File: src/rtl/cpu_defs_pkg.sv
// Shared CPU definitions: reset PC, bubble instruction word and fetch FSM encoding.
package cpu_defs;

    localparam logic [31:0] PC_RESET  = 32'h0000_3000;
    localparam logic [31:0] NOP_INSTR = 32'h0000_0000;

    typedef enum logic {
        FETCH = 1'b0,
        HOLD  = 1'b1
    } fetch_state_e;

    function automatic logic is_aligned(input logic [31:0] addr);
        return (addr[1:0] == 2'b00);
    endfunction

endpackage

File: src/rtl/if_stage_if_id_reg.sv
// IF/ID pipeline register: a load captures a real instruction, a bubble inserts
// the NOP word and records the PC (and a possible fetch fault) of the slot.
import cpu_defs::*;

module if_id_reg #(
    parameter logic [31:0] NOP = cpu_defs::NOP_INSTR
) (
    input  logic        clk_i,
    input  logic        rst_ni,
    input  logic        load_i,
    input  logic        bubble_i,
    input  logic [31:0] pc_i,
    input  logic [31:0] instr_i,
    input  logic        adel_i,
    output logic [31:0] pc_o,
    output logic [31:0] instr_o,
    output logic        valid_o,
    output logic        adel_o
);

    logic [31:0] pc_q;
    logic [31:0] instr_q;
    logic        valid_q;
    logic        adel_q;

    always_ff @(posedge clk_i or negedge rst_ni) begin
        if (!rst_ni) begin
            pc_q    <= 32'h0;
            instr_q <= NOP;
            valid_q <= 1'b0;
            adel_q  <= 1'b0;
        end else if (load_i) begin
            pc_q    <= pc_i;
            instr_q <= instr_i;
            valid_q <= 1'b1;
            adel_q  <= 1'b0;
        end else if (bubble_i) begin
            pc_q    <= pc_i;
            instr_q <= NOP;
            valid_q <= 1'b0;
            adel_q  <= adel_i;
        end
    end

    assign pc_o    = pc_q;
    assign instr_o = instr_q;
    assign valid_o = valid_q;
    assign adel_o  = adel_q;

endmodule

File: src/rtl/if_stage.sv
// MIPS fetch stage: PC register, imem req/ack handshake, skid buffer for data
// that arrives while decode is stalled, and the IF/ID pipeline register.
import cpu_defs::*;

module if_stage #(
    parameter logic [31:0] PC_RESET  = cpu_defs::PC_RESET,
    parameter logic [31:0] NOP_INSTR = cpu_defs::NOP_INSTR
) (
    input  logic        clk_i,
    input  logic        rst_ni,
    input  logic [31:0] npc_i,
    input  logic        stall_i,
    output logic        imem_req_o,
    output logic [31:0] imem_addr_o,
    input  logic        imem_ack_i,
    input  logic [31:0] imem_rdata_i,
    output logic [31:0] pc_f_o,
    output logic [31:0] pc_d_o,
    output logic [31:0] instr_d_o,
    output logic        valid_d_o,
    output logic        adel_d_o
);

    fetch_state_e state_q, state_d;
    logic [31:0]  fetch_pc_q, fetch_pc_d;
    logic [31:0]  skid_instr_q, skid_instr_d;
    logic [31:0]  skid_pc_q, skid_pc_d;
    logic         started_q;

    logic         aligned;
    logic         ifid_load;
    logic         ifid_bubble;
    logic         ifid_adel;
    logic [31:0]  ifid_pc;
    logic [31:0]  ifid_instr;

    assign aligned = is_aligned(fetch_pc_q);

    // started_q keeps the request low for the first cycle after reset release,
    // so a stale ack from an abandoned request cannot be mistaken for data.
    always_ff @(posedge clk_i or negedge rst_ni) begin
        if (!rst_ni) begin
            state_q      <= FETCH;
            fetch_pc_q   <= PC_RESET;
            skid_instr_q <= NOP_INSTR;
            skid_pc_q    <= 32'h0;
            started_q    <= 1'b0;
        end else begin
            state_q      <= state_d;
            fetch_pc_q   <= fetch_pc_d;
            skid_instr_q <= skid_instr_d;
            skid_pc_q    <= skid_pc_d;
            started_q    <= 1'b1;
        end
    end

    always_comb begin
        state_d      = state_q;
        fetch_pc_d   = fetch_pc_q;
        skid_instr_d = skid_instr_q;
        skid_pc_d    = skid_pc_q;
        imem_req_o   = 1'b0;
        ifid_load    = 1'b0;
        ifid_bubble  = 1'b0;
        ifid_adel    = 1'b0;
        ifid_pc      = fetch_pc_q;
        ifid_instr   = imem_rdata_i;

        if (started_q) begin
            case (state_q)
                FETCH: begin
                    if (aligned) begin
                        imem_req_o = 1'b1;
                        if (imem_ack_i && !stall_i) begin
                            ifid_load  = 1'b1;
                            fetch_pc_d = npc_i;
                        end else if (imem_ack_i) begin
                            skid_instr_d = imem_rdata_i;
                            skid_pc_d    = fetch_pc_q;
                            state_d      = HOLD;
                        end else if (!stall_i) begin
                            ifid_bubble = 1'b1;
                        end
                    end else if (!stall_i) begin
                        // Misaligned PC: never reaches memory, faults in decode instead.
                        ifid_bubble = 1'b1;
                        ifid_adel   = 1'b1;
                        fetch_pc_d  = npc_i;
                    end
                end
                HOLD: begin
                    if (!stall_i) begin
                        ifid_load  = 1'b1;
                        ifid_pc    = skid_pc_q;
                        ifid_instr = skid_instr_q;
                        fetch_pc_d = npc_i;
                        state_d    = FETCH;
                    end
                end
                default: ;
            endcase
        end
    end

    if_id_reg #(
        .NOP(NOP_INSTR)
    ) u_if_id_reg (
        .clk_i   (clk_i),
        .rst_ni  (rst_ni),
        .load_i  (ifid_load),
        .bubble_i(ifid_bubble),
        .pc_i    (ifid_pc),
        .instr_i (ifid_instr),
        .adel_i  (ifid_adel),
        .pc_o    (pc_d_o),
        .instr_o (instr_d_o),
        .valid_o (valid_d_o),
        .adel_o  (adel_d_o)
    );

    assign imem_addr_o = fetch_pc_q;
    assign pc_f_o      = fetch_pc_q;

endmodule

File: config.mk
export PLATFORM = sky130hd
export DESIGN_NAME = if_stage
export DESIGN_NICKNAME = d
export VERILOG_FILES = /design/src/rtl/cpu_defs_pkg.sv /design/src/rtl/if_stage_if_id_reg.sv /design/src/rtl/if_stage.sv
export SDC_FILE = /design/constraint.sdc
export NUM_CORES = 1
export LEC_CHECK = 0
export BUFFER_PORTS_ARGS = -buffer_cell sky130_fd_sc_hd__buf_2
export CELL_PAD_IN_SITES_DETAIL_PLACEMENT = 0
export CELL_PAD_IN_SITES_GLOBAL_PLACEMENT = 1
export CORE_MARGIN = 2
export CORE_UTILIZATION = 42
export DETAILED_ROUTE_END_ITERATION = 6
export HOLD_SLACK_MARGIN = 0.15
export PLACE_DENSITY = 0.92
export SLEW_MARGIN = 10
export SYNTH_ARGS = -nofsm -noshare
export SYNTH_HDL_FRONTEND = slang
export SYNTH_SLANG_ARGS = --single-unit
File: constraint.sdc
create_clock -name clk_i -period 1.8 [get_ports clk_i]
set_input_delay 0.27 -clock clk_i [delete_from_list [all_inputs] [get_ports clk_i]]
set_output_delay 0.27 -clock clk_i [all_outputs]
set_load 0.02 [all_outputs]
==> results.txt, run 1 <==
----------------------------------------------------
[Status]
  Status ... finished clean

[Logic synthesis]
  Post-Synthesis Net Count ... 587
  Syn avg cell area ... 13.68 um^2
  Fraction of synthesis flops using an asynchronous set or reset pin ... 1.000
  Number of flops mapped to enable cells by yosys ... 0
  Number of instances in the synthesized netlist ... 519
  Area of the mapped netlist ... 7098 um^2
  Yosys synthesis warning count ... 0
  Distinct cell type count of the synthesized netlist ... 29
  Flops & latches, synth ... 164
  Fraction of the yosys area taken by sequential cells ... 0.5785
  Main synth FF type ... dfrtp_1

[Global routing]
  Via count of the first global-routing pass ... 5385
  Congestion Overflow GR ... 0
  Antenna violations before repair ... 1
  Wire length of the first global-routing pass ... 27.18 mm
  GRT Overall Usage ... 0.1901
  Maximum number of pins on one net before global-route repair ... 82

[Routing]
  Initial DRC Count ... 310
  Number of DRC violations after detailed routing ... 0
  Length of the first detailed-routing pass in iterations ... 4
  WL/cell ... 17.44 um
  Drt via density ... 5.081
  Routed WL ... 17.44 mm
  Antenna Violating Nets Remaining ... 0
  Routed vias ... 5081

[Setup path]
  Cell-by-cell listing of the critical path ... and4bb_2 -> nand3b_1 -> buf_6 -> clkbuf_16 -> mux2_4
  CP required ... 2.10 ns
  Data arrival at the endpoint of the critical path ... 2.03 ns
  Master of the slowest instance on the critical path ... dfrtp_1
  Crit path kind ... flop to flop
  Slowest stage delay, CP ... 0.39 ns
  Worst-path fanout max ... 13
  Kind of launch point of the worst setup path ... flop
  Capturing element type of the critical path ... flop

[STA]
  Peak clock frequency supported by timing ... 0.5783 GHz
  Period Utilization, post-route ... 0.9607
  Final Setup Violations ... 0
  Hold violation count in the final report ... 0
  Setup repair after global routing missed its margin ... no
  Time the final worst path needs with I/O delays and setup ... 1.729 ns
  Worst-case clock skew ... 0.01192 ns
  Worst hold slack ... 0.2673 ns
  Final Slew Violations ... 0

[Place]
  Port Buffer Count ... 198
  Detailed Place HPWL ... 10.42 mm
  Placed instance count ... 891
  Last weighted congestion value of the routability-driven placer ... 0.7704

[Power and ir drop]
  P per Cell Area ... 1478 nW/um^2
  Leakage component of the power ... 4.948 nW
  Maximum VDD drop ... 0.0008862 V

[Hold path]
  Min-Delay Path Class ... input pin to flop

[Die]
  Die footprint ... 17960 um^2
  Effective utilization at floorplan ... 0.4295
  Core Region ... 16520 um^2
  Die Ht ... 134 um
  FP Rows ... 47
  Count of pins on the block boundary ... 199
  X dimension of the die ... 134 um

[Final layout]
  Combined area of the multi-input logic cells ... 2586 um^2
  Register Area ... 4108 um^2
  Core Util, Final ... 0.5831
  Number of inserted filler cells in the final layout ... 1330
  Total Nets Final ... 834
  Layout cell share with drive strength beyond 1 ... 0.4108
  Final standard cell count with taps included and fillers excluded ... 1000
  Area growth from synthesis to layout ... 35.75%

[Job]
  Max-cap violations ... 0

[Clocking]
  Clock Tree Buf Depth ... 2
  Sink count of the clock tree ... 164
  Clock edge transition at the registers on the reported setup and hold paths ... 0.06 ns
  CTS H-tree depth ... 4
  Buffer type at the clock tree root ... clkbuf_16
  Clock tree from TritonCTS ... built
  Num CTS Buffers ... 17
  Clock latency reported for the late side of the worst-skew pair ... 0.41 ns

----------------------------------------------------
-- synth_stat cells (2+ instances only) --
master    count  area, um^2
a21o_1        4       30.03
buf_2        12       60.06
buf_4        36       270.3
nand2_1      39       146.4
mux2_1       42       473.0
a221o_1      28       280.3
inv_1         4       15.01
dfrtp_1     162        4054
buf_6         6       67.56
o21ai_1       7       35.03
nand2b_1      2       12.51
mux2_4       50       750.7
a21oi_1       2       10.01
and2_1        2       12.51
a32oi_1       2       17.52
dfstp_2       2       52.55
clkbuf_1     12       45.04
o21ai_0      28       140.1
mux2i_1      36       360.4
nor2_1        7       26.28
and3_1       28       175.2
-- critical path: cells and delay by family, from the launching register on --
kind                   cells  cell delay, ns
AND/OR/NAND/NOR            2            0.52
flip-flops                 1            0.39
buffers and inverters      2            0.38
multiplexers               1            0.31
-- power breakdown --
group,internal (mW),switching [mW]
logic,2.32,2.50
registers,5.06,0.906
clock network,1.98,1.47
-- cell usage in the layout (no fill, tap or decap), drive strengths merged, types with 2 or more instances in the layout --
master       Yosys  layout
a221o           28      28
a32oi            2       2
clkinv           0       5
nand2           39      39
and2             2       2
and3            28      28
buf             55     225
clkbuf          12      25
nor2             7       7
mux2i           36      36
nor3b            1       2
dfstp            2       2
a21o             4       4
mux2            92      92
clkinvlp         0       2
a21oi            2       2
dlygate4sd3      0      65
nand2b           2       2
dfrtp          162     162
o21ai           35      35
inv              4       7
-- final cells by class --
cell class	count	share of cell area
antenna	1	0.0002597
clock buffer	21	0.04779
clock inverter	11	0.01039
inverter	4	0.001558
multi-input combinational	285	0.2684
sequential	164	0.4263
tap	220	0.02857
timing repair buffer	294	0.2167
-- final timing paths --
path	startpoint	endpoint	slack (ns)	depth (start not counted)
min in group asynchronous	rst_ni	u_if_id_reg.instr_o[4]	0.29	2
worst min register to register	u_if_id_reg.pc_o[11]	u_if_id_reg.pc_o[11]	0.48	2
max in group asynchronous	rst_ni	u_if_id_reg.pc_o[19]	0.87	3
worst max-delay path	imem_addr_o[0]	skid_instr_q[30]	0.07	5
worst max register to register	imem_addr_o[0]	skid_instr_q[30]	0.07	5
worst min-delay path	imem_ack_i	u_if_id_reg.valid_o	0.27	4
-- per-layer routing --
layer,GRT usage,routed length [um],vias up
li1,-,-,2322
met1,0.2393,7427,2557
met2,0.3285,8915,175
met3,0.03212,755,27
met4,0.07388,345,0
met5,0,0,-
-- per-stage QoR --
stage	power (mW)	worst slack [ns]	setup TNS [ns]	instance area [um^2]
6_report	14.24	0.07079	0	9635
4_1_cts	14.27	0.002378	0	9480
3_5_place_dp	10.58	-0.3354	-8.444	8185
3_3_place_gp	10.34	-0.2708	-6.399	8185
5_1_grt	15.01	0.01286	0	9635
2_1_floorplan	9.148	0.1807	0	7098
-- registers in the layout, summed over array words and instances, names as in the netlist --
name and cells:
u_if_id_reg.instr_o 32, skid_pc_q 32, state_q 1, skid_instr_q 32, imem_addr_o 32, u_if_id_reg.adel_o 1, u_if_id_reg.pc_o 32, started_q 1
u_if_id_reg.valid_o 1
-- kinds of logic after synthesis --
kind of cell / synth area share
compound gates: 0.07333
buf+inv: 0.06504
flops: 0.5785
mux: 0.2232
other cells: 0.0005283
simple gates: 0.05940
-- what timing repair did --
item / in CTS / in global routing
gates resized for setup: 9 / 8
cloned: 1 / 4
buffers inserted: 3 / 5
setup endpoints to repair: 33 / 62
hold buffers: 65 / 0
pin swaps: 2 / 1
hold endpoints to repair: 258 / 0
(Power assumes the default switching activity.)
==> run 2: changes to the inputs <==
--- a/config.mk
+++ b/config.mk
@@ -12,6 +12,7 @@
 export CORE_UTILIZATION = 42
 export DETAILED_ROUTE_END_ITERATION = 6
 export HOLD_SLACK_MARGIN = 0.15
+export MAX_ROUTING_LAYER = met4
 export PLACE_DENSITY = 0.92
 export SLEW_MARGIN = 10
 export SYNTH_ARGS = -nofsm -noshare
==> results.txt, run 2 (synthesis results as in run 1) <==
----------------------------------------------------
[Routing]
  Length of the first detailed-routing pass in iterations ... 4 (unchanged)
  Antenna Violating Nets Remaining ... 0 (unchanged)
  Initial DRC Count ... 301 (was 310)
  WL/cell ... 17.46 um (was 17.44 um)
  Drt via density ... 5.008 (was 5.081)
  Routed vias ... 5008 (was 5081)
  Routed WL ... 17.46 mm (was 17.44 mm)
  Number of DRC violations after detailed routing ... 0 (unchanged)

[Place]
  Detailed Place HPWL ... 10.42 mm (unchanged)
  Worst slack, placed ... -0.3354 ns (unchanged)
  DP Area ... 8185 um^2 (unchanged)
  Placed instance count ... 891 (unchanged)
  Last weighted congestion value of the routability-driven placer ... 0.7808 (was 0.7704)
  Port Buffer Count ... 198 (unchanged)

[Global routing]
  Antenna violations before repair ... 1 (unchanged)
  Wire length of the first global-routing pass ... 27.19 mm (was 27.18 mm)
  Via count of the first global-routing pass ... 5389 (was 5385)
  GRT Overall Usage ... 0.1962 (was 0.1901)
  Maximum number of pins on one net before global-route repair ... 82 (unchanged)
  Congestion Overflow GR ... 0 (unchanged)

[Power and ir drop]
  Leakage component of the power ... 4.948 nW (unchanged)
  Sequential fraction of design power ... 0.419 (about the same)
  Net Sw Frac ... 0.3425 (was 0.3422)
  P per Cell Area ... 1479 nW/um^2 (was 1478 nW/um^2)
  Internal Power ... 9.368 mW (was 9.367 mW)
  Clock share of power ... 0.243 (was 0.242)
  Maximum VDD drop ... 0.0008892 V (was 0.0008862 V)
  Combinational share of power ... 0.339 (about the same)
  NetSw ... 4.879 mW (was 4.874 mW)
  Post-layout power ... 14.25 mW (was 14.24 mW)

[STA]
  Worst-case clock skew ... 0.01186 ns (was 0.01192 ns)
  Hold violation count in the final report ... 0 (unchanged)
  Worst hold slack ... 0.2695 ns (was 0.2673 ns)
  Period Utilization, post-route ... 0.9599 (was 0.9607)
  Final Setup Violations ... 0 (unchanged)
  Time the final worst path needs with I/O delays and setup ... 1.728 ns (was 1.729 ns)
  Total negative setup slack ... 0 ns (unchanged)
  Setup repair after global routing missed its margin ... no (unchanged)
  Peak clock frequency supported by timing ... 0.5788 GHz (was 0.5783 GHz)
  Worst setup slack after layout ... 0.07214 ns (was 0.07079 ns)
  Final Slew Violations ... 0 (unchanged)

[Die]
  FP Rows ... 47 (unchanged)
  Core Region ... 16520 um^2 (unchanged)
  Effective utilization at floorplan ... 0.4295 (unchanged)
  X dimension of the die ... 134 um (unchanged)
  Die footprint ... 17960 um^2 (unchanged)
  Count of pins on the block boundary ... 199 (unchanged)
  Die Ht ... 134 um (unchanged)

[Final layout]
  Register Area ... 4108 um^2 (unchanged)
  Most frequent standard cell in the layout excluding fill and tap cells ... buf_2 (unchanged)
  Combined area of the multi-input logic cells ... 2586 um^2 (unchanged)
  Core Util, Final ... 0.5831 (unchanged)
  Total Nets Final ... 834 (unchanged)
  Number of inserted filler cells in the final layout ... 1330 (unchanged)
  Commonest cells after routing, fill and taps aside ... buf_2 (196), dfrtp_1 (161), dlygate4sd3_1 (65) (unchanged)
  Final standard cell count with taps included and fillers excluded ... 1000 (unchanged)
  Area growth from synthesis to layout ... 35.75% (unchanged)
  Layout cell share with drive strength beyond 1 ... 0.4108 (unchanged)
  Final standard cell area without fillers ... 9635 um^2 (unchanged)

[Setup path]
  Crit path kind ... flop to flop (unchanged)
  Worst-path fanout max ... 13 (unchanged)
  Kind of launch point of the worst setup path ... flop (unchanged)
  Data arrival at the endpoint of the critical path ... 2.02 ns (was 2.03 ns)
  Capturing element type of the critical path ... flop (unchanged)
  CP required ... 2.10 ns (about the same)

[Clocking]
  Clock Tree Buf Depth ... 2 (unchanged)
  Num CTS Buffers ... 17 (unchanged)
  Clock latency reported for the late side of the worst-skew pair ... 0.41 ns (about the same)
  Clock tree from TritonCTS ... built (unchanged)
  CTS H-tree depth ... 4 (unchanged)
  Buffer type at the clock tree root ... clkbuf_16 (unchanged)
  Sink count of the clock tree ... 164 (unchanged)
  Clock edge transition at the registers on the reported setup and hold paths ... 0.06 ns (about the same)

[Status]
  Status ... finished clean (unchanged)

[Hold path]
  Min-Delay Path Class ... input pin to flop (unchanged)

[Job]
  Max-cap violations ... 0 (unchanged)

----------------------------------------------------
run 2: power groups by stage:
stage / combinational, mW / clock [mW] / sequential, mW
floorplan: 2.53 / 0 / 6.61
global placement: 4.46 / 0 / 5.88
detailed placement: 4.60 / 0 / 5.98
CTS: 4.80 / 3.53 / 5.94
global route: 5.16 / 3.71 / 6.13
finish: 4.83 / 3.46 / 5.97
run 2: area by class of cell:
type / count / share of cell area
well taps: 220 / 0.02857
inverters: 4 / 0.001558
clock buffers: 21 / 0.04779
flip-flops and latches: 164 / 0.4263
clock inverters: 11 / 0.01039
multi-input cells: 285 / 0.2684
repair buffers: 294 / 0.2167
diodes: 1 / 0.0002597
run 2: what timing repair did:
action                                  4_1_cts  5_1_grt
endpoints found under the setup margin       33       62
gates cloned                                  1        4
endpoints found under the hold margin       258        0
setup buffers                                 3        5
hold buffers                                 65        0
gates resized for setup                       9        8
pin swaps                                     2        1
run 2: metal layers:
metal / GRT usage / vias to the layer above / part of all wire
met1: 0.2410 / 2517 / 0.43
li1: - / 2315 / -
met5: - / - / 0
met2: 0.3288 / 155 / 0.52
met3: 0.03175 / 21 / 0.044
met4: 0.07210 / 0 / 0.014
run 2: final timing paths:
kind	cells after the start	startpoint	slack (ns)	to
worst min-delay path	4	imem_ack_i	0.27	u_if_id_reg.valid_o
worst max-delay path	5	imem_addr_o[0]	0.07	skid_pc_q[16]
min in group asynchronous	2	rst_ni	0.29	u_if_id_reg.instr_o[4]
worst min register to register	2	u_if_id_reg.pc_o[11]	0.48	u_if_id_reg.pc_o[11]
worst max register to register	5	imem_addr_o[0]	0.07	skid_pc_q[16]
max in group asynchronous	3	rst_ni	0.87	u_if_id_reg.pc_o[19]
run 2: worst max-delay path: stages, from the launching register on:
cell       delay (ns)
dfrtp_1          0.39
and4bb_2         0.35
nand3b_1         0.17
buf_6            0.19
clkbuf_16        0.19
mux2_4           0.30
==> run 3: changes to the inputs <==
--- a/config.mk
+++ b/config.mk
@@ -6,7 +6,7 @@
 export NUM_CORES = 1
 export LEC_CHECK = 0
 export BUFFER_PORTS_ARGS = -buffer_cell sky130_fd_sc_hd__buf_2
-export CELL_PAD_IN_SITES_DETAIL_PLACEMENT = 0
+export CELL_PAD_IN_SITES_DETAIL_PLACEMENT = 1
 export CELL_PAD_IN_SITES_GLOBAL_PLACEMENT = 1
 export CORE_MARGIN = 2
 export CORE_UTILIZATION = 42
==> results.txt, run 3 (synthesis results as in run 1) <==
----------------------------------------------------
[Status]
  Status ... complete, but fails checks (was finished clean)
  Failing checks ... setup timing

[Final layout]
  Combined area of the multi-input logic cells ... 2601 um^2 (was 2586 um^2)
  Final standard cell area without fillers ... 9584 um^2 (was 9635 um^2)
  Most frequent standard cell in the layout excluding fill and tap cells ... buf_2 (unchanged)
  Number of antenna diodes ... 0 (was 1)
  Layout cell share with drive strength beyond 1 ... 0.4142 (was 0.4108)
  Commonest cells after routing, fill and taps aside ... buf_2 (196), dfrtp_1 (161), dlygate4sd3_1 (64) (was buf_2 (196), dfrtp_1 (161), dlygate4sd3_1 (65))
  Total Nets Final ... 830 (was 834)
  Number of inserted filler cells in the final layout ... 1682 (was 1330)
  Register Area ... 4108 um^2 (unchanged)
  Final standard cell count with taps included and fillers excluded ... 995 (was 1000)
  Area growth from synthesis to layout ... 35.03% (was 35.75%)

[Die]
  Die Ht ... 134 um (unchanged)
  FP Rows ... 47 (unchanged)
  Effective utilization at floorplan ... 0.4295 (unchanged)
  Die footprint ... 17960 um^2 (unchanged)
  Core Region ... 16520 um^2 (unchanged)
  X dimension of the die ... 134 um (unchanged)
  Count of pins on the block boundary ... 199 (unchanged)

[Power and ir drop]
  P per Cell Area ... 1531 nW/um^2 (was 1479 nW/um^2)
  NetSw ... 5.173 mW (was 4.879 mW)
  Net Sw Frac ... 0.3525 (was 0.3425)
  Internal Power ... 9.503 mW (was 9.368 mW)
  Clock share of power ... 0.246 (was 0.243)
  Maximum VDD drop ... 0.0008360 V (was 0.0008892 V)
  Post-layout power ... 14.68 mW (was 14.25 mW)
  Combinational share of power ... 0.341 (was 0.339)
  Sequential fraction of design power ... 0.414 (was 0.419)
  Leakage component of the power ... 4.916 nW (was 4.948 nW)

[Hold path]
  Min-Delay Path Class ... input pin to flop (unchanged)
  Worst Hold Path Cells ... 3 (was 4)
  Sink of the worst hold path ... imem_addr_o[0] (was u_if_id_reg.valid_o)
  Worst Min Path Start ... npc_i[0] (was imem_ack_i)

[STA]
  Period Utilization, post-route ... 1.006 (was 0.9599)
  Final Slew Violations ... 0 (unchanged)
  Final Setup Violations ... 1 (was 0)
  Time the final worst path needs with I/O delays and setup ... 1.812 ns (was 1.728 ns)
  Worst-case clock skew ... 0.01057 ns (was 0.01186 ns)
  Total negative setup slack ... -0.01162 ns (was 0 ns)
  Peak clock frequency supported by timing ... 0.5520 GHz (was 0.5788 GHz)
  Worst setup slack after layout ... -0.01162 ns (was 0.07214 ns)
  Worst hold slack ... 0.1961 ns (was 0.2695 ns)
  Setup repair after global routing missed its margin ... yes (was no)
  Hold violation count in the final report ... 0 (unchanged)

[Global routing]
  Highest-utilization routing layer at the global route stage ... met2 (unchanged)
  GRT Overall Usage ... 0.2482 (was 0.1962)
  Antenna violations before repair ... 0 (was 1)
  Via count of the first global-routing pass ... 5949 (was 5389)
  Maximum number of pins on one net before global-route repair ... 82 (unchanged)
  Wire length of the first global-routing pass ... 33.17 mm (was 27.19 mm)
  Congestion Overflow GR ... 0 (unchanged)
  Met2 GRT Util ... 0.4353 (was 0.3288)
  GR Layer Usage met3 ... 0.04006 (was 0.03175)
  Global routing usage on met1 ... 0.2833 (was 0.2410)

[Clocking]
  Clock latency reported for the late side of the worst-skew pair ... 0.41 ns (about the same)
  Sink count of the clock tree ... 164 (unchanged)
  Buffer type at the clock tree root ... clkbuf_16 (unchanged)
  Clock edge transition at the registers on the reported setup and hold paths ... 0.06 ns (about the same)
  Clock tree from TritonCTS ... built (unchanged)
  CTS H-tree depth ... 4 (unchanged)
  Num CTS Buffers ... 17 (unchanged)
  Clock Tree Buf Depth ... 2 (unchanged)

[Routing]
  Number of DRC violations after detailed routing ... 0 (unchanged)
  Routed vias ... 5277 (was 5008)
  WL/cell ... 21.38 um (was 17.46 um)
  Length of the first detailed-routing pass in iterations ... 4 (unchanged)
  Drt via density ... 5.304 (was 5.008)
  Initial DRC Count ... 210 (was 301)
  Antenna Violating Nets Remaining ... 0 (unchanged)
  Routed WL ... 21.27 mm (was 17.46 mm)

[Setup path]
  Setup slack on the worst flop-to-flop path ... 0.05 ns (was 0.07 ns)
  R2R Path End ... skid_pc_q[31] (was skid_pc_q[16])
  Worst reg2reg path depth ... 6 (was 5)
  Capturing element type of the critical path ... primary output (was flop)
  Crit path kind ... flop to primary output (was flop to flop)
  CP required ... 1.53 ns (was 2.10 ns)
  Critical R2R Launch ... started_q (was imem_addr_o[0])
  Data arrival at the endpoint of the critical path ... 1.54 ns (was 2.02 ns)
  Worst-path fanout max ... 40 (was 13)
  Kind of launch point of the worst setup path ... flop (unchanged)

[Place]
  Last weighted congestion value of the routability-driven placer ... 0.7808 (unchanged)
  Detailed Place HPWL ... 12.35 mm (was 10.42 mm)
  DP Area ... 8185 um^2 (unchanged)
  Port Buffer Count ... 198 (unchanged)
  Placed instance count ... 891 (unchanged)

[Job]
  Max-cap violations ... 0 (unchanged)

----------------------------------------------------
==> run 3: cell count changes in the layout (fill, tap and decap cells not counted), moves of 2 or more <==
| cell | previous run | this run |
|---|---|---|
| mux2_4 | 50 | 52 |
| clkinv_2 | 4 | 1 |
| clkbuf_8 | 2 | 5 |
| mux2_1 | 42 | 40 |
| clkbuf_16 | 21 | 18 |
==> run 3: area by class of cell <==
type / count / area share
timing repair buffer: 290 / 0.2081
tap: 220 / 0.02872
multi-input combinational: 285 / 0.2714
clock inverter: 9 / 0.009661
sequential: 164 / 0.4286
clock buffer: 23 / 0.05196
inverter: 4 / 0.001567
==> run 3: layer usage <==
| layer | part of all wire | wire length (um) |
|---|---|---|
| met5 | 0 | 0 |
| met4 | 0.028 | 590 |
| met3 | 0.033 | 709 |
| met2 | 0.55 | 11640 |
| met1 | 0.39 | 8339 |
==> run 3: worst max-delay path by stage <==
stage / start / cells past startpoint / to
3_5_place_dp: imem_addr_o[0] / 4 / u_if_id_reg.instr_o[9]
5_1_grt: state_q / 4 / imem_req_o
3_3_place_gp: imem_addr_o[0] / 4 / u_if_id_reg.instr_o[9]
4_1_cts: state_q / 4 / imem_req_o
6_report: state_q / 4 / imem_req_o
2_1_floorplan: imem_addr_o[0] / 5 / skid_instr_q[0]
==> run 3: what timing repair did <==
item                                    CTS  global route
gates resized for setup                  14             5
hold endpoints to repair                255             1
buffers inserted                          3             2
pin swaps                                 2             1
hold buffers                             63             1
cloned                                    1             2
endpoints found under the setup margin   33            78
==> run 3: through the flow <==
stage	util	setup WS (ns)
after floorplan	-	0.1807
after global placement	0.4953	-0.2708
after detailed placement	0.4953	-0.3839
after CTS	0.5752	0.002406
after global routing	0.5800	-0.04511
final	0.5800	-0.01162
==> run 3: power by group through the flow <==
stage          combinational (mW)  clock [mW]  sequential (mW)
2_1_floorplan                2.53           0             6.61
3_3_place_gp                 4.46           0             5.88
3_5_place_dp                 4.69           0             6.04
4_1_cts                      4.94        3.67             6.03
5_1_grt                      5.33        3.85             6.22
6_report                     5.00        3.60             6.07
==> run 3: worst max-delay path, cell delays in order, from the launching register on <==
cell and delay [ns]:
dfrtp_2 0.45, buf_4 0.17, buf_12 0.17, nor2_4 0.17, buf_6 0.13
